File: config.mk
export PLATFORM = sky130hd
export DESIGN_NAME = instr_fetch_flat
export DESIGN_NICKNAME = d
export VERILOG_FILES = /design/src/rtl/fetch_pkg.sv /design/src/rtl/instr_fetch_if.sv /design/src/rtl/instr_mem.sv /design/src/rtl/instr_fetch.sv /design/src/flat_wrapper.sv
export SDC_FILE = /design/constraint.sdc
export NUM_CORES = 1
export LEC_CHECK = 0
export ABC_CLOCK_PERIOD_IN_PS = 7500
export CORE_UTILIZATION = 45
export DETAILED_ROUTE_END_ITERATION = 6
export PLACE_DENSITY_LB_ADDON = 0.3
export REMOVE_ABC_BUFFERS = 1
export SLEW_MARGIN = 20
export SYNTH_ARGS = -nofsm -noshare
export SYNTH_HDL_FRONTEND = slang
export SYNTH_HIERARCHICAL = 1
export SYNTH_SLANG_ARGS = --single-unit
File: constraint.sdc
create_clock -name clk -period 7.5 [get_ports clk]
set_input_delay 1.125 -clock clk [delete_from_list [all_inputs] [get_ports clk]]
set_output_delay 1.125 -clock clk [all_outputs]
set_load 0.05 [all_outputs]
File: src/rtl/fetch_pkg.sv
// Shared types and constants for the instruction fetch stage.
// Used by both builds (with and without FETCH_STEP_EN).
package fetch_pkg;

   localparam int unsigned INSTR_WIDTH = 20;
   localparam int unsigned ADDR_BITS   = 5;
   localparam int unsigned OP_HI       = 19;
   localparam int unsigned OP_LO       = 16;

   localparam logic [3:0]  OP_HALT   = 4'hF;
   localparam logic [19:0] INSTR_NOP = 20'hE0000;

   typedef enum logic [1:0] {
      ST_IDLE  = 2'd0,
      ST_RUN   = 2'd1,
      ST_DONE  = 2'd2,
      ST_PAUSE = 2'd3
   } fetch_state_e;

endpackage

File: src/rtl/instr_fetch_if.sv
// Host-side bus of instr_fetch: program loading, run control and fetched word.
// The step signal exists only when FETCH_STEP_EN is defined.
interface instr_fetch_if #(
   parameter int unsigned INSTR_WIDTH = 20,
   parameter int unsigned ADDR_BITS   = 5
) ();

   logic                   load_en;
   logic [ADDR_BITS-1:0]   load_addr;
   logic [INSTR_WIDTH-1:0] load_data;
   logic                   start;
   logic                   halt_req;
`ifdef FETCH_STEP_EN
   logic                   step;
`endif
   logic [INSTR_WIDTH-1:0] instruction;
   logic                   instr_valid;
   logic [ADDR_BITS-1:0]   pc;
   logic                   busy;
   logic                   done;

   modport master (
`ifdef FETCH_STEP_EN
      output step,
`endif
      output load_en, load_addr, load_data, start, halt_req,
      input  instruction, instr_valid, pc, busy, done
   );

   modport slave (
`ifdef FETCH_STEP_EN
      input  step,
`endif
      input  load_en, load_addr, load_data, start, halt_req,
      output instruction, instr_valid, pc, busy, done
   );

endinterface

File: src/rtl/instr_mem.sv
// Program store: synchronous write, combinational read, contents not reset.
module instr_mem #(
   parameter int unsigned INSTR_WIDTH = 20,
   parameter int unsigned ADDR_BITS   = 5
) (
   input  logic                   i_clk,
   input  logic                   i_we,
   input  logic [ADDR_BITS-1:0]   i_waddr,
   input  logic [INSTR_WIDTH-1:0] i_wdata,
   input  logic [ADDR_BITS-1:0]   i_raddr,
   output logic [INSTR_WIDTH-1:0] o_rdata
);

   localparam int unsigned DEPTH = 2 ** ADDR_BITS;

   logic [INSTR_WIDTH-1:0] r_mem [DEPTH];

   always_ff @(posedge i_clk) begin
      if (i_we) r_mem[i_waddr] <= i_wdata;
   end

   assign o_rdata = r_mem[i_raddr];

endmodule

File: src/rtl/instr_fetch.sv
// Instruction fetch stage feeding simple_cpu: loadable program store plus run FSM.
// FETCH_STEP_EN adds the step input and a PAUSE state for single-stepping.
module instr_fetch
   import fetch_pkg::*;
#(
   parameter int unsigned INSTR_WIDTH = fetch_pkg::INSTR_WIDTH,
   parameter int unsigned ADDR_BITS   = fetch_pkg::ADDR_BITS
) (
   input  logic         clk,
   input  logic         rst,
   instr_fetch_if.slave bus
);

   localparam int unsigned CNT_W = ADDR_BITS + 1;

   fetch_state_e r_state;
   fetch_state_e w_state_nxt;

   logic [CNT_W-1:0]       r_count;
   logic [CNT_W-1:0]       r_prog_len;
   logic [INSTR_WIDTH-1:0] r_instr;
   logic                   r_valid;
   logic                   r_busy;
   logic                   r_done;

   logic [CNT_W-1:0]       w_count_nxt;
   logic [INSTR_WIDTH-1:0] w_instr_nxt;
   logic                   w_valid_nxt;
   logic                   w_idle_like;
   logic                   w_load_ok;
   logic [CNT_W-1:0]       w_load_len;
   logic [CNT_W-1:0]       w_prog_len_upd;
   logic [INSTR_WIDTH-1:0] w_rd_data;
   logic                   w_stop;
   logic                   w_step;
   fetch_state_e           w_run_state;

   assign w_idle_like    = (r_state == ST_IDLE) || (r_state == ST_DONE);
   assign w_load_ok      = bus.load_en && w_idle_like;
   assign w_load_len     = CNT_W'(bus.load_addr) + CNT_W'(1);
   assign w_prog_len_upd = (w_load_ok && (w_load_len > r_prog_len)) ? w_load_len : r_prog_len;

   instr_mem #(
      .INSTR_WIDTH (INSTR_WIDTH),
      .ADDR_BITS   (ADDR_BITS)
   ) u_mem (
      .i_clk   (clk),
      .i_we    (w_load_ok),
      .i_waddr (bus.load_addr),
      .i_wdata (bus.load_data),
      .i_raddr (r_count[ADDR_BITS-1:0]),
      .o_rdata (w_rd_data)
   );

   // The wrapped read address at count==prog_len is harmless: the end check wins.
   assign w_stop = bus.halt_req
                || (r_count == r_prog_len)
                || (w_rd_data[OP_HI:OP_LO] == OP_HALT);

`ifdef FETCH_STEP_EN
   assign w_step      = bus.step;
   assign w_run_state = ST_PAUSE;
`else
   assign w_step      = 1'b0;
   assign w_run_state = ST_RUN;
`endif

   // State register
   always_ff @(posedge clk) begin
      if (rst) r_state <= ST_IDLE;
      else     r_state <= w_state_nxt;
   end

   // Next-state logic
   always_comb begin
      w_state_nxt = r_state;
      case (r_state)
         ST_IDLE, ST_DONE: begin
            if (bus.start)
               w_state_nxt = (w_prog_len_upd == '0) ? ST_DONE : w_run_state;
         end
         ST_RUN: begin
            if (w_stop) w_state_nxt = ST_DONE;
         end
         ST_PAUSE: begin
            if (bus.halt_req || (w_step && w_stop)) w_state_nxt = ST_DONE;
         end
         default: w_state_nxt = ST_IDLE;
      endcase
   end

   // Output / datapath next values
   always_comb begin
      w_instr_nxt = INSTR_WIDTH'(INSTR_NOP);
      w_valid_nxt = 1'b0;
      w_count_nxt = r_count;
      case (r_state)
         ST_IDLE, ST_DONE: begin
            if (bus.start) w_count_nxt = '0;
         end
         ST_RUN: begin
            if (!w_stop) begin
               w_instr_nxt = w_rd_data;
               w_valid_nxt = 1'b1;
               w_count_nxt = r_count + CNT_W'(1);
            end
         end
         ST_PAUSE: begin
            if (w_step && !w_stop) begin
               w_instr_nxt = w_rd_data;
               w_valid_nxt = 1'b1;
               w_count_nxt = r_count + CNT_W'(1);
            end
         end
         default: ;
      endcase
   end

   // Registered outputs and counters
   always_ff @(posedge clk) begin
      if (rst) begin
         r_count    <= '0;
         r_prog_len <= '0;
         r_instr    <= INSTR_WIDTH'(INSTR_NOP);
         r_valid    <= 1'b0;
         r_busy     <= 1'b0;
         r_done     <= 1'b0;
      end else begin
         r_count    <= w_count_nxt;
         r_prog_len <= w_prog_len_upd;
         r_instr    <= w_instr_nxt;
         r_valid    <= w_valid_nxt;
         r_busy     <= (w_state_nxt == ST_RUN) || (w_state_nxt == ST_PAUSE);
         r_done     <= (w_state_nxt == ST_DONE);
      end
   end

   assign bus.instruction = r_instr;
   assign bus.instr_valid = r_valid;
   assign bus.pc          = r_count[ADDR_BITS-1:0];
   assign bus.busy        = r_busy;
   assign bus.done        = r_done;

endmodule
File: src/flat_wrapper.sv
// flat-port wrapper written by rule: the top's interface ports become plain ports
module instr_fetch_flat import fetch_pkg::*;
#(
   parameter int unsigned INSTR_WIDTH = fetch_pkg::INSTR_WIDTH,
   parameter int unsigned ADDR_BITS   = fetch_pkg::ADDR_BITS
)
  (clk, rst, bus_load_en, bus_load_addr, bus_load_data, bus_start, bus_halt_req, bus_instruction, bus_instr_valid, bus_pc, bus_busy, bus_done);
  instr_fetch_if #(.INSTR_WIDTH(INSTR_WIDTH), .ADDR_BITS(ADDR_BITS)) bus_i ();
  input  logic clk;
  input  logic rst;
  input wire logic [$bits(bus_i.load_en)-1:0] bus_load_en;
  input wire logic [$bits(bus_i.load_addr)-1:0] bus_load_addr;
  input wire logic [$bits(bus_i.load_data)-1:0] bus_load_data;
  input wire logic [$bits(bus_i.start)-1:0] bus_start;
  input wire logic [$bits(bus_i.halt_req)-1:0] bus_halt_req;
  output wire logic [$bits(bus_i.instruction)-1:0] bus_instruction;
  output wire logic [$bits(bus_i.instr_valid)-1:0] bus_instr_valid;
  output wire logic [$bits(bus_i.pc)-1:0] bus_pc;
  output wire logic [$bits(bus_i.busy)-1:0] bus_busy;
  output wire logic [$bits(bus_i.done)-1:0] bus_done;
  assign bus_i.load_en = bus_load_en;
  assign bus_i.load_addr = bus_load_addr;
  assign bus_i.load_data = bus_load_data;
  assign bus_i.start = bus_start;
  assign bus_i.halt_req = bus_halt_req;
  assign bus_instruction = bus_i.instruction;
  assign bus_instr_valid = bus_i.instr_valid;
  assign bus_pc = bus_i.pc;
  assign bus_busy = bus_i.busy;
  assign bus_done = bus_i.done;
  instr_fetch #(.INSTR_WIDTH(INSTR_WIDTH), .ADDR_BITS(ADDR_BITS)) u_core (.clk(clk), .rst(rst), .bus(bus_i));
endmodule
Yosys cells after proc, flatten, opt, wreduce, memory -nomap -nowiden
Memories as Yosys holds them, arrays and structs flattened. A register that Yosys moved wholly into a read port is not among the register bits.
Cells that the tools add are included.
{"block": "word_totals", "regBits": 37, "ramBits": 640, "in_bits": 30, "out_inout_bits": 28, "word_cells": 49, "mem_count": 1}
{"name": "u_core.u_mem.r_mem", "words": 32, "word_bits": 20, "rd": 1, "rd_clocked_by_memory_dff": 1, "wr": 1, "line_no": "instr_mem.sv:16", "rtl": "logic [INSTR_WIDTH-1:0] r_mem [DEPTH];"}
{"block": "op_classes", "addsub": 2, "n_lt_le_gt_ge": 1, "eq_ne": 10, "n_mux": 14, "bitwise_logic": 2, "reduce_logical": 12}
{"operator": "$mux W6", "count": 3}
{"operator": "$pmux W6 S2", "count": 1}
{"operator": "$mux W5", "count": 2}
{"operator": "$eq A2 B2 Y1 const B", "count": 4}
{"operator": "$mux W2", "count": 4}
{"operator": "$add A5 B1 Y6 const B", "count": 1}
{"operator": "$add A6 B1 Y6 const B", "count": 1}
{"operator": "$eq A6 B6 Y1", "count": 1}
{"operator": "$gt A6 B6 Y1", "count": 1}
{"operator": "$logic_not A6 Y1", "count": 1}
{"operator": "$pmux W2 S3", "count": 1}
{"operator": "$eq A2 B1 Y1 const B", "count": 2}
{"operator": "$eq A4 B4 Y1 const B", "count": 1}
{"operator": "$logic_or A1 B1 Y1", "count": 4}
{"operator": "$ne A2 B2 Y1 const B", "count": 2}
{"operator": "$reduce_or A2 Y1", "count": 2}
{"operator": "$mux W1", "count": 3}
{"operator": "$reduce_and A3 Y1", "count": 1}
{"operator": "$reduce_or A3 Y1", "count": 1}
{"operator": "$logic_and A1 B1 Y1", "count": 2}
{"operator": "$logic_not A2 Y1", "count": 1}
{"operator": "$not A1 Y1", "count": 2}

Depth between registers and ports, before layout
Gate-level depths: netlist of run 1.
{"block": "depth", "depth_word": 11, "depth_mapped": 14, "depth_no_buf": 10}

Modules after synthesis
The synthesis of run 1 kept the hierarchy.
{"mod": "instr_mem", "n_inst": 1, "cells_each": 1394, "area_per_inst_um2": 25152.9, "seq_area_each_um2": 19218.4}
{"mod": "instr_fetch", "n_inst": 1, "cells_each": 171, "area_per_inst_um2": 1611.5, "seq_area_each_um2": 720.7}

Least setup slack after synthesis of run 1
Ideal clock, no wire load.
{"block": "synth_timing", "path_kind": "input to register", "startpoint": "in bus_load_addr[0]", "endpoint": "reg u_core.r_busy (netlist: u_core/bus.busy)", "setup_time_ns": 0.117, "t_arrival_ns": 3.247, "required_ns": 7.383, "slack_ns": 4.136, "path_stages": 9, "path_buffers": 0, "cell_sequence": "ha_1 -> nand3_1 -> xnor2_1 -> ha_1 -> and4_4 -> a311o_1 -> a31oi_4 -> mux2_4 -> a32o_1"}
{"block": "synth_between", "elab_chain_cells": 10, "word_cells_on_any_way": 11, "cone_classes": "add/sub: 1; order compare: 1; eq/ne: 2; mux: 4; reduce/logical: 3"}
{"item": "start, declared", "line_no": "flat_wrapper.sv:12", "rtl": "input wire logic [$bits(bus_i.load_addr)-1:0] bus_load_addr;"}
{"item": "$add A5 B1 Y6 *", "line_no": "instr_fetch.sv:40", "rtl": "assign w_load_len = CNT_W'(bus.load_addr) + CNT_W'(1);"}
{"item": "$gt A6 B6 Y1", "line_no": "instr_fetch.sv:41", "rtl": "assign w_prog_len_upd = (w_load_ok && (w_load_len > r_prog_len)) ? w_load_len : r_prog_len;"}
{"item": "$logic_and A1 B1 Y1", "line_no": "instr_fetch.sv:41"}
{"item": "$mux W6 *", "line_no": "instr_fetch.sv:41"}
{"item": "$logic_not A6 Y1 *", "line_no": "instr_fetch.sv:80", "rtl": "w_state_nxt = (w_prog_len_upd == '0) ? ST_DONE : w_run_state;"}
{"item": "$mux W2 *", "line_no": "instr_fetch.sv:80"}
{"item": "$mux W2 *", "line_no": "instr_fetch.sv:79", "rtl": "if (bus.start)"}
{"item": "$pmux W2 S3 *", "line_no": "instr_fetch.sv:77", "rtl": "case (r_state)"}
{"item": "$eq A2 B1 Y1 / $eq A2 B2 Y1 (equally long branches)", "line_no": "instr_fetch.sv:133", "rtl": "r_busy <= (w_state_nxt == ST_RUN) || (w_state_nxt == ST_PAUSE);"}
{"item": "$logic_or A1 B1 Y1 *", "line_no": "instr_fetch.sv:133"}
{"item": "end signal, assigned", "line_no": "instr_fetch.sv:133"}
{"item": "end, declared", "line_no": "instr_fetch.sv:23", "rtl": "logic r_busy;"}
Every way passes the cells marked *; elsewhere a longest branch is shown, timed or not.
A chain may end at the register's enable or synchronous reset.

Worst setup path after layout of run 1
{"block": "layout_timing", "startpoint": "reg u_core.r_count[2]", "endpoint": "reg u_core.r_instr[3] (netlist: u_core/bus.instruction[3])"}
{"block": "layout_between", "elab_chain_cells": 4}
{"item": "start, declared", "line_no": "instr_fetch.sv:19", "rtl": "logic [CNT_W-1:0] r_count;"}
{"item": "start signal, assigned", "line_no": "instr_fetch.sv:129", "rtl": "r_count <= w_count_nxt;"}
{"item": "$eq A6 B6 Y1", "line_no": "instr_fetch.sv:57", "rtl": "|| (r_count == r_prog_len)"}
{"item": "$logic_or A1 B1 Y1", "line_no": "instr_fetch.sv:57"}
{"item": "$logic_or A1 B1 Y1", "line_no": "instr_fetch.sv:58", "rtl": "|| (w_rd_data[OP_HI:OP_LO] == OP_HALT);"}
{"item": "$reduce_or A3 Y1 (no source line)"}
{"item": "end signal, assigned", "line_no": "instr_fetch.sv:124", "rtl": "r_instr <= INSTR_WIDTH'(INSTR_NOP);"}
{"item": "end signal, assigned", "line_no": "instr_fetch.sv:131", "rtl": "r_instr <= w_instr_nxt;"}
{"item": "end, declared", "line_no": "instr_fetch.sv:21", "rtl": "logic [INSTR_WIDTH-1:0] r_instr;"}
No other way between the ends.

==> results of run 1 <==
## worst max-delay path: cells and delay by family (launching register included)
family,cells,cell delay [ns]
buffers and inverters,1,0.87
and+or+nand+nor,5,2.11
DFF,1,0.59
AOI/OAI and AO/OA,4,1.14
## layout by cell type (no fill, tap or decap), types with 7 or more instances in the layout
cell type        count
edfxtp_1           640
mux2i_1            326
a22oi_1             80
clkbuf_16           73
nand3_1             51
nand2_1             50
a21oi_1             47
buf_4               42
clkdlybuf4s50_1     40
a22o_1              40
dfxtp_1             35
nor2_2              31
clkbuf_1            21
nor3_1              21
a31oi_1             20
nand4_1             20
buf_2               17
and2_1              17
nor2_1              15
inv_1               10
clkbuf_8             8
ha_1                 8
clkinv_1             7
xor2_1               7
## metrics by stage
stage / setup WS, ns / std cells / instance area [µm²] / setup TNS, ns
6_report: 2.698 / 2467 / 30110 / 0
3_5_place_dp: 2.813 / 2348 / 28080 / 0
2_1_floorplan: -5.825 / 1474 / 26080 / -172.01
5_1_grt: 2.620 / 2464 / 30100 / 0
4_1_cts: 2.807 / 2464 / 30180 / 0
3_3_place_gp: 2.980 / 2348 / 28080 / 0
## kinds of logic (layout without fill, tap and decap cells)
family          Yosys count  in the layout
buf+inv                 101            227
compound gates          203            203
fa+ha+maj                 8              8
other cells               0              3
xor+xnor                  9              9
mux                     327            327
simple gates            241            241
flops                   676            676
## power by group
group | internal (W) | switching, W | total [W]
Combinational | 0.000141 | 0.000253 | 0.000394
Sequential | 0.00417 | 0.0000272 | 0.00420
Clock | 0.00188 | 0.00131 | 0.00319
Total | 0.00619 | 0.00159 | 0.00779
## path summary, 6_finish.rpt
| kind | end | slack [ns] | depth (start not counted) |
|---|---|---|---|
| worst max-delay path | u_core/bus.instruction[3]$_SDFF_PP0_ | 2.70 | 10 |
| worst max register to register | u_core/bus.instruction[3]$_SDFF_PP0_ | 2.70 | 10 |
| worst min-delay path | u_core/r_count[5]$_SDFFE_PP0P_ | 0.51 | 2 |
| worst min register to register | u_core/r_count[5]$_SDFFE_PP0P_ | 0.51 | 2 |
## cell type report
class	count	area, µm²
Multi-Input combinational cell	788	6215
Sequential cell	676	19940
Inverter	10	37.54
Clock buffer	102	2016
Timing Repair Buffer	101	832.0
Tap cell	773	967.2
Fill cell	4694	28800
Clock inverter	14	88.84
Antenna cell	3	7.507
## sequential cells by signal, indices dropped and copies added (netlist names)
name                    count
u_core/bus.instruction     20
u_core/bus.busy             1
u_core/r_state              1
u_core/u_mem/r_mem        640
u_core/bus.done             1
u_core/r_count              6
u_core/r_prog_len           6
u_core/bus.instr_valid      1
## metal layers
metal | global-route usage | vias up | part of all wire
li1 | - | 6332 | -
met1 | 0.2696 | 7211 | 0.42
met2 | 0.3437 | 465 | 0.49
met3 | 0.03023 | 102 | 0.063
met4 | 0.07088 | 0 | 0.025
met5 | 0 | - | 0
==> impl_metrics.env, run 1 <==
export IMPL_io_pins=58
export IMPL_dr_total_vias=14110
export IMPL_drt_total_wl_mm=61.31
export IMPL_synth_cell_types=47
export IMPL_yosysTopAreaCell="edfxtp_1"
export IMPL_status="complete, no violations"
export IMPL_worstMarginPinSlew_ns=1.150
export IMPL_yosys_warnings=6
export IMPL_cts_hold_fix_buffers=0
export IMPL_min_period_ns=4.802
export IMPL_die_w_um=245.9
export IMPL_tritoncts="yes"
export IMPL_rsz0062_at_grt="no"
export IMPL_start_util=0.4543
export IMPL_synthTopCellsByCount="edfxtp_1 (640), mux2i_1 (326), a22oi_1 (80)"
export IMPL_postCtsSetupBuffers=0
export IMPL_via_per_inst=5.719
export IMPL_post_cts_resized=0
export IMPL_first_pass_iters=7
export IMPL_hold_start="u_core/r_count[5]$_SDFFE_PP0P_"
export IMPL_crit_path_top_delay_cell="nor2_2"
export IMPL_slew_limit_headroom=0.2325
export IMPL_path_cells="nor2b_4 > buf_4 > a22oi_1 > a31oi_1 > nand3_1 > a41oi_1 > nand3b_1 > a21o_1 > nor2_2 > and2_1"
export IMPL_synth_xor_area_share=0.002945
export IMPL_synthSimpleGateAreaFrac=0.04497
export IMPL_post_drt_wl_per_cell_um=24.85
export IMPL_synth_seq_cells=676
export IMPL_cpPeakStageDelay_ns=0.92
export IMPL_cp_start_kind="register"
export IMPL_antenna_found_initial=1
export IMPL_synth_most_common_cell="edfxtp_1"
export IMPL_synth_top_area_frac=0.7181
export IMPL_critPathCaptureType="register"
export IMPL_setup_viol=0
export IMPL_synth_edff_count=640
export IMPL_async_reset_ff_frac=0
export IMPL_required_ns=8.01
export IMPL_fin_util=0.5111
export IMPL_grtUsageTotal=0.2041
export IMPL_dieHeight_um=245.9
export IMPL_powerDensity_nw_per_um2=258.7
export IMPL_areaGrowthSynthToFinish_pct=12.49
export IMPL_die_area_um2=60460
export IMPL_vdd_drop_max_mv=0.1611
export IMPL_drive_gt1_frac=0.1159
export IMPL_port_buffers=57
export IMPL_overflow=0
export IMPL_syn_instance_count=1565
export IMPL_numCtsBuffers=67
export IMPL_drc=0
export IMPL_grt_pass1_wl_mm=89.97
export IMPL_fin_skew_ns=0.01570
export IMPL_grt_max_degree=93
export IMPL_arrival_ns=5.31
export IMPL_criticalPathCategory="reg2reg"
export IMPL_ys_top_cells_by_area="edfxtp_1 (72%), mux2i_1 (12%), dfxtp_1 (2.7%)"
export IMPL_syn_area_per_cell_um2=17.10
export IMPL_grt_pass1_vias=14040
export IMPL_cts_root_buf="clkbuf_16"
export IMPL_synth_fa_ha_area_frac=0.003740
export IMPL_hold_viol=0
export IMPL_fmax_mhz=208.2
export IMPL_nets=1682
export IMPL_reg2reg_from="u_core/r_count[2]$_SDFFE_PP0P_"
export IMPL_crit_start="u_core/r_count[2]$_SDFFE_PP0P_"
export IMPL_cts_htree_levels=3
export IMPL_clock_path_buffers=3
export IMPL_synth_top_family_by_area="multiplexers"
export IMPL_fin_crit_sh=0.6403
export IMPL_coreArea_um2=58910
export IMPL_crit_fanout=63
export IMPL_num_rows=89
export IMPL_synth_compound_gate_area_share=0.05385
export IMPL_clkTransAtPathRegs_ns=0.06
export IMPL_leakage_nw=9.133
export IMPL_finalHoldWorstSlack_ns=0.5147
export IMPL_hold_class="reg2reg"
export IMPL_drt_initial_drc_count=1160
export IMPL_max_cap_violations=0
export IMPL_dp_hpwl_mm=33.74
export IMPL_synth_flop_cell="edfxtp_1"
export IMPL_globalplace_congestion=0.8018
export IMPL_synth_yosys_seq_area_share=0.7450
export IMPL_antenna_left=0
export IMPL_syn_cell_area_um2=26760
export IMPL_synth_mux_area_frac=0.1225
export IMPL_clk_latency_ns=0.59
export IMPL_cts_sinks=676
export IMPL_maxSlewViolCount=0
export IMPL_p_total_w=0.007788
Power figures use the tool's default switching activity.
==> run 2, diff against run 1 <==
--- a/config.mk
+++ b/config.mk
@@ -5,7 +5,7 @@
 export SDC_FILE = /design/constraint.sdc
 export NUM_CORES = 1
 export LEC_CHECK = 0
-export ABC_CLOCK_PERIOD_IN_PS = 7500
+export ABC_CLOCK_PERIOD_IN_PS = 4600
 export CORE_UTILIZATION = 45
 export DETAILED_ROUTE_END_ITERATION = 6
 export PLACE_DENSITY_LB_ADDON = 0.3
==> constraint.sdc (replaced) <==
create_clock -name clk -period 4.6 [get_ports clk]
set_input_delay 0.69 -clock clk [delete_from_list [all_inputs] [get_ports clk]]
set_output_delay 0.69 -clock clk [all_outputs]
set_load 0.05 [all_outputs]
==> run 2 against run 1 <==
Against the previous run: first-iteration DRC count increased by 12%; largest power group unchanged; flip-flop and latch count unchanged; global-route usage is 0.24 points lower; largest cell class unchanged; register-to-register slack worse by 2.0 ns; clock-buffer cell count decreased by 8.
==> impl_metrics.env, run 2 (synthesis results as in run 1) <==
export IMPL_status="complete, no violations"
export IMPL_drive_gt1_frac=0.1238
export IMPL_worstMarginPinSlew_ns=0.9302
export IMPL_leakage_nw=9.238
export IMPL_port_buffers=57
export IMPL_cpPeakStageDelay_ns=0.90
export IMPL_fin_skew_ns=0.01975
export IMPL_grt_max_degree=73
export IMPL_fin_crit_sh=0.8870
export IMPL_start_util=0.4543
export IMPL_antenna_left=0
export IMPL_dpl_instance_area_um2=28200
export IMPL_required_ns=3.91
export IMPL_coreArea_um2=58910
export IMPL_largest_register_ff_count=640
export IMPL_grt_pass1_vias=13950
export IMPL_arrival_ns=3.39
export IMPL_antenna_found_initial=2
export IMPL_critPathCaptureType="output pin"
export IMPL_grt_pass1_wl_mm=89.24
export IMPL_diodes=0
export IMPL_cts_sinks=676
export IMPL_post_drt_wl_per_cell_um=24.38
export IMPL_fin_tns_setup_ns=0
export IMPL_clk_latency_ns=0.60
export IMPL_overflow=0
export IMPL_powerDensity_nw_per_um2=422.4
export IMPL_post_cts_resized=0
export IMPL_max_cap_violations=0
export IMPL_stdcell_area_um2=30250
export IMPL_cts_root_buf="clkbuf_16"
export IMPL_vdd_drop_max_mv=0.2183
export IMPL_nets=1700
export IMPL_drt_initial_drc_count=1298
export IMPL_areaGrowthSynthToFinish_pct=13.01
export IMPL_fmax_mhz=245.1
export IMPL_maxSlewViolCount=0
export IMPL_regArea_um2=19940
export IMPL_criticalPathCategory="reg2out"
export IMPL_tritoncts="yes"
export IMPL_nFillCells=4712
export IMPL_multiInputGateArea_um2=6205
export IMPL_rsz0062_at_grt="no"
export IMPL_dr_total_vias=14180
export IMPL_critPathMostFrequentCell="buf_4"
export IMPL_drt_total_wl_mm=60.59
export IMPL_cp_start_kind="register"
export IMPL_num_rows=89
export IMPL_postCtsSetupBuffers=0
export IMPL_dieHeight_um=245.9
export IMPL_min_period_ns=4.080
export IMPL_drc=0
export IMPL_hold_class="reg2reg"
export IMPL_fin_util=0.5134
export IMPL_dp_hpwl_mm=34.20
export IMPL_p_total_w=0.01277
export IMPL_finalHoldWorstSlack_ns=0.5007
export IMPL_clkTransAtPathRegs_ns=0.06
export IMPL_clock_path_buffers=3
export IMPL_io_pins=58
export IMPL_cts_hold_fix_buffers=0
export IMPL_globalplace_congestion=0.8206
export IMPL_setup_viol=0
export IMPL_crit_fanout=46
export IMPL_first_pass_iters=6
export IMPL_cts_htree_levels=3
export IMPL_regMostFlops="u_core/u_mem/r_mem"
export IMPL_die_w_um=245.9
export IMPL_final_common_cell="edfxtp_1"
export IMPL_die_area_um2=60460
export IMPL_numCtsBuffers=69
export IMPL_hold_viol=0
export IMPL_path_cells="buf_4 > buf_4 > clkdlybuf4s50_1"
export IMPL_crit_path_top_delay_cell="clkdlybuf4s50_1"
export IMPL_via_per_inst=5.707
export IMPL_grtUsageTotal=0.2018
export IMPL_layout_cells_most_common_list="edfxtp_1 (640), mux2i_1 (326), a22oi_1 (80)"
export IMPL_slew_limit_headroom=0.3792
## run 2: critical path, delay by kind of cell, from the launching register on
family / cells / cell delay, ns
buffers and inverters: 3 / 1.87
flip-flops: 1 / 0.85
## run 2: path summary, 6_finish.rpt
check | startpoint | endpoint | slack [ns] | depth (start not counted)
setup / recovery | u_core/r_count[0]$_SDFFE_PP0P_ | bus_pc[0] | 0.52 | 3
hold reg to reg | u_core/r_count[5]$_SDFFE_PP0P_ | u_core/r_count[5]$_SDFFE_PP0P_ | 0.50 | 2
setup reg to reg | u_core/r_count[2]$_SDFFE_PP0P_ | u_core/bus.instruction[6]$_SDFF_PP0_ | 0.69 | 10
hold / removal | u_core/r_count[5]$_SDFFE_PP0P_ | u_core/r_count[5]$_SDFFE_PP0P_ | 0.50 | 2
## run 2: final cells by class
| class | count | area share |
|---|---|---|
| sequential | 676 | 0.6594 |
| multi-input combinational | 788 | 0.2051 |
| clock buffer | 94 | 0.06334 |
| timing repair buffer | 117 | 0.03235 |
| tap | 773 | 0.03198 |
| clock inverter | 27 | 0.006578 |
| inverter | 10 | 0.001241 |
## run 2: metrics by stage
step                setup WS (ns)  cells
global placement           0.8161   2364
floorplan                  -8.725   1474
finish                     0.5200   2485
detailed placement         0.7413   2364
global route               0.3580   2485
CTS                        0.4608   2485
## run 2: routing by layer
layer  up-vias  GRT usage  wire length, µm
li1       6363          -                -
met1      7263     0.2663            25110
met2       465     0.3353            30090
met3        90    0.03940             4055
met4         2    0.06449             1325
met5         -          0               12
## run 2: power breakdown
group / switching [W] / leakage [nW] / internal (W)
combinational: 0.000412 / 2.14 / 0.000236
clock: 0.00220 / 1.04 / 0.00308
sequential: 0.0000441 / 6.06 / 0.00680
==> run 3, diff against run 2 <==
--- a/config.mk
+++ b/config.mk
@@ -6,9 +6,10 @@
 export NUM_CORES = 1
 export LEC_CHECK = 0
 export ABC_CLOCK_PERIOD_IN_PS = 4600
-export CORE_UTILIZATION = 45
+export CORE_UTILIZATION = 31
 export DETAILED_ROUTE_END_ITERATION = 6
 export PLACE_DENSITY_LB_ADDON = 0.3
+export RECOVER_POWER = 25
 export REMOVE_ABC_BUFFERS = 1
 export SLEW_MARGIN = 20
 export SYNTH_ARGS = -nofsm -noshare
==> run 3 against run 2 <==
Against the previous run: power rose by 2.9%; sequential share of layout area fell by 1.4 points; clock power rose by 6.6%; first-iteration DRC count fell by 18%; largest power group unchanged; utilization fell by 15 points; flip-flop and latch count did not move; routed wire length rose by 7.8%; global-route usage fell by 5.2 points.
==> impl_metrics.env, run 3 (synthesis results as in run 1) <==
export IMPL_status="complete, no violations"
export IMPL_required_ns=5.12
export IMPL_clock_path_buffers=3
export IMPL_clkTransAtPathRegs_ns=0.06
export IMPL_tritoncts="yes"
export IMPL_path_cells="nor2b_4 > a22o_1 > nor3_1 > a31oi_1 > nand3_1 > a41oi_1 > nand3b_1 > a21o_1 > nor2_2 > buf_12 > and2_1"
export IMPL_arrival_ns=4.23
export IMPL_numCtsBuffers=71
export IMPL_min_period_ns=3.713
export IMPL_critPathCaptureType="register"
export IMPL_fin_skew_ns=0.02696
export IMPL_clk_latency_ns=0.60
export IMPL_dieHeight_um=295.8
export IMPL_leakage_nw=9.321
export IMPL_grt_max_degree=125
export IMPL_io_pins=58
export IMPL_cts_htree_levels=3
export IMPL_overflow=0
export IMPL_crit_path_top_delay_cell="nor2b_4"
export IMPL_port_buffers=57
export IMPL_die_w_um=295.8
export IMPL_cts_root_buf="clkbuf_16"
export IMPL_coreArea_um2=85280
export IMPL_setup_slack_ns=0.8874
export IMPL_largest_register_ff_count=640
export IMPL_slew_limit_headroom=0.03662
export IMPL_maxSlewViolCount=0
export IMPL_drive_gt1_frac=0.1253
export IMPL_post_cts_resized=0
export IMPL_fmax_mhz=269.4
export IMPL_regMostFlops="u_core/u_mem/r_mem"
export IMPL_worstMarginPinSlew_ns=1.445
export IMPL_cp_start_kind="register"
export IMPL_drt_initial_drc_count=1062
export IMPL_final_common_cell="edfxtp_1"
export IMPL_postCtsSetupBuffers=0
export IMPL_drt_total_wl_mm=65.32
export IMPL_dr_total_vias=14070
export IMPL_post_drt_wl_per_cell_um=22.77
export IMPL_antenna_found_initial=3
export IMPL_max_cap_violations=0
export IMPL_fin_cells=2868
export IMPL_nets=1707
export IMPL_globalplace_congestion=0.7761
export IMPL_vdd_drop_max_mv=0.2891
export IMPL_fin_crit_sh=0.8071
export IMPL_diodes=0
export IMPL_via_per_inst=4.904
export IMPL_cts_hold_fix_buffers=0
export IMPL_dp_hpwl_mm=37.80
export IMPL_post_place_ws_ns=0.8230
export IMPL_setup_viol=0
export IMPL_hold_class="reg2reg"
export IMPL_cpPeakStageDelay_ns=0.64
export IMPL_criticalPathCategory="reg2reg"
export IMPL_drc=0
export IMPL_num_rows=107
export IMPL_cts_sinks=676
export IMPL_grt_pass1_wl_mm=95.33
export IMPL_die_area_um2=87520
export IMPL_grt_pass1_vias=14230
export IMPL_first_pass_iters=4
export IMPL_powerDensity_nw_per_um2=425.1
export IMPL_hold_viol=0
export IMPL_layout_cells_most_common_list="edfxtp_1 (640), mux2i_1 (326), a22oi_1 (80)"
export IMPL_grtUsageTotal=0.1497
export IMPL_dp_cells=2740
export IMPL_antenna_left=0
export IMPL_areaGrowthSynthToFinish_pct=15.54
export IMPL_rsz0062_at_grt="no"
export IMPL_start_util=0.3138
export IMPL_crit_fanout=17
==> run 3: cell count changes in the layout (fill, tap and decap cells not counted) <==
cell / delta
buf_2: -12
buf_4: +5
bufinv_16: +2
clkbuf_1: +11
clkbuf_16: +3
clkbuf_8: +4
clkdlybuf4s50_1: -1
clkinv_1: -2
clkinv_8: +1
clkinvlp_4: +1
==> run 3: worst max-delay path, delay by kind of cell, from the launching register on <==
kind / cells / cell delay, ns
AND/OR/NAND/NOR: 6 / 1.49
AO/OA/AOI/OAI: 4 / 1.29
flip-flops: 1 / 0.62
buffers and inverters: 1 / 0.21
==> run 3: stage by stage <==
step,setup TNS [ns],hold slack [ns],cell area (µm²),util,total power (W)
CTS,0,0.5001,31020,0.3637,0.01329
global placement,0,0.4859,28710,0.3367,0.007645
floorplan,-261.47,0.4697,26080,-,0.007580
global route,0,0.5417,30920,0.3626,0.01357
finish,0,0.4992,30920,0.3626,0.01315
detailed placement,0,0.4917,28700,0.3366,0.007660
==> run 3: area by class of cell <==
type                       instances  area, µm²
inverter                          10      37.54
fill                            7927      54360
timing repair buffer             122      994.7
multi-input combinational        788       6205
clock buffer                      99       2038
clock inverter                    29      275.3
tap                             1144       1431
sequential                       676      19940
==> run 3: where the power goes <==
part | internal (W) | switching [W] | leakage [nW]
registers | 0.00681 | 0.0000427 | 6.06
logic | 0.000234 | 0.000427 | 2.13
clock network | 0.00337 | 0.00226 | 1.13
total | 0.0104 | 0.00273 | 9.32
==> run 3: worst paths after layout <==
| check | start | to | slack, ns | depth (start not counted) |
|---|---|---|---|---|
| setup / recovery | u_core/r_count[2]$_SDFFE_PP0P_ | u_core/bus.instruction[3]$_SDFF_PP0_ | 0.89 | 11 |
| setup reg to reg | u_core/r_count[2]$_SDFFE_PP0P_ | u_core/bus.instruction[3]$_SDFF_PP0_ | 0.89 | 11 |
| hold / removal | u_core/r_count[5]$_SDFFE_PP0P_ | u_core/r_count[5]$_SDFFE_PP0P_ | 0.50 | 2 |
| hold reg to reg | u_core/r_count[5]$_SDFFE_PP0P_ | u_core/r_count[5]$_SDFFE_PP0P_ | 0.50 | 2 |
==> run 3: per-layer routing <==
layer,up-vias,track usage,share of wire
met4,4,0.04739,0.028
met2,333,0.2441,0.48
met5,-,0,0.00041
li1,6383,-,-
met3,102,0.02855,0.045
met1,7244,0.2008,0.45
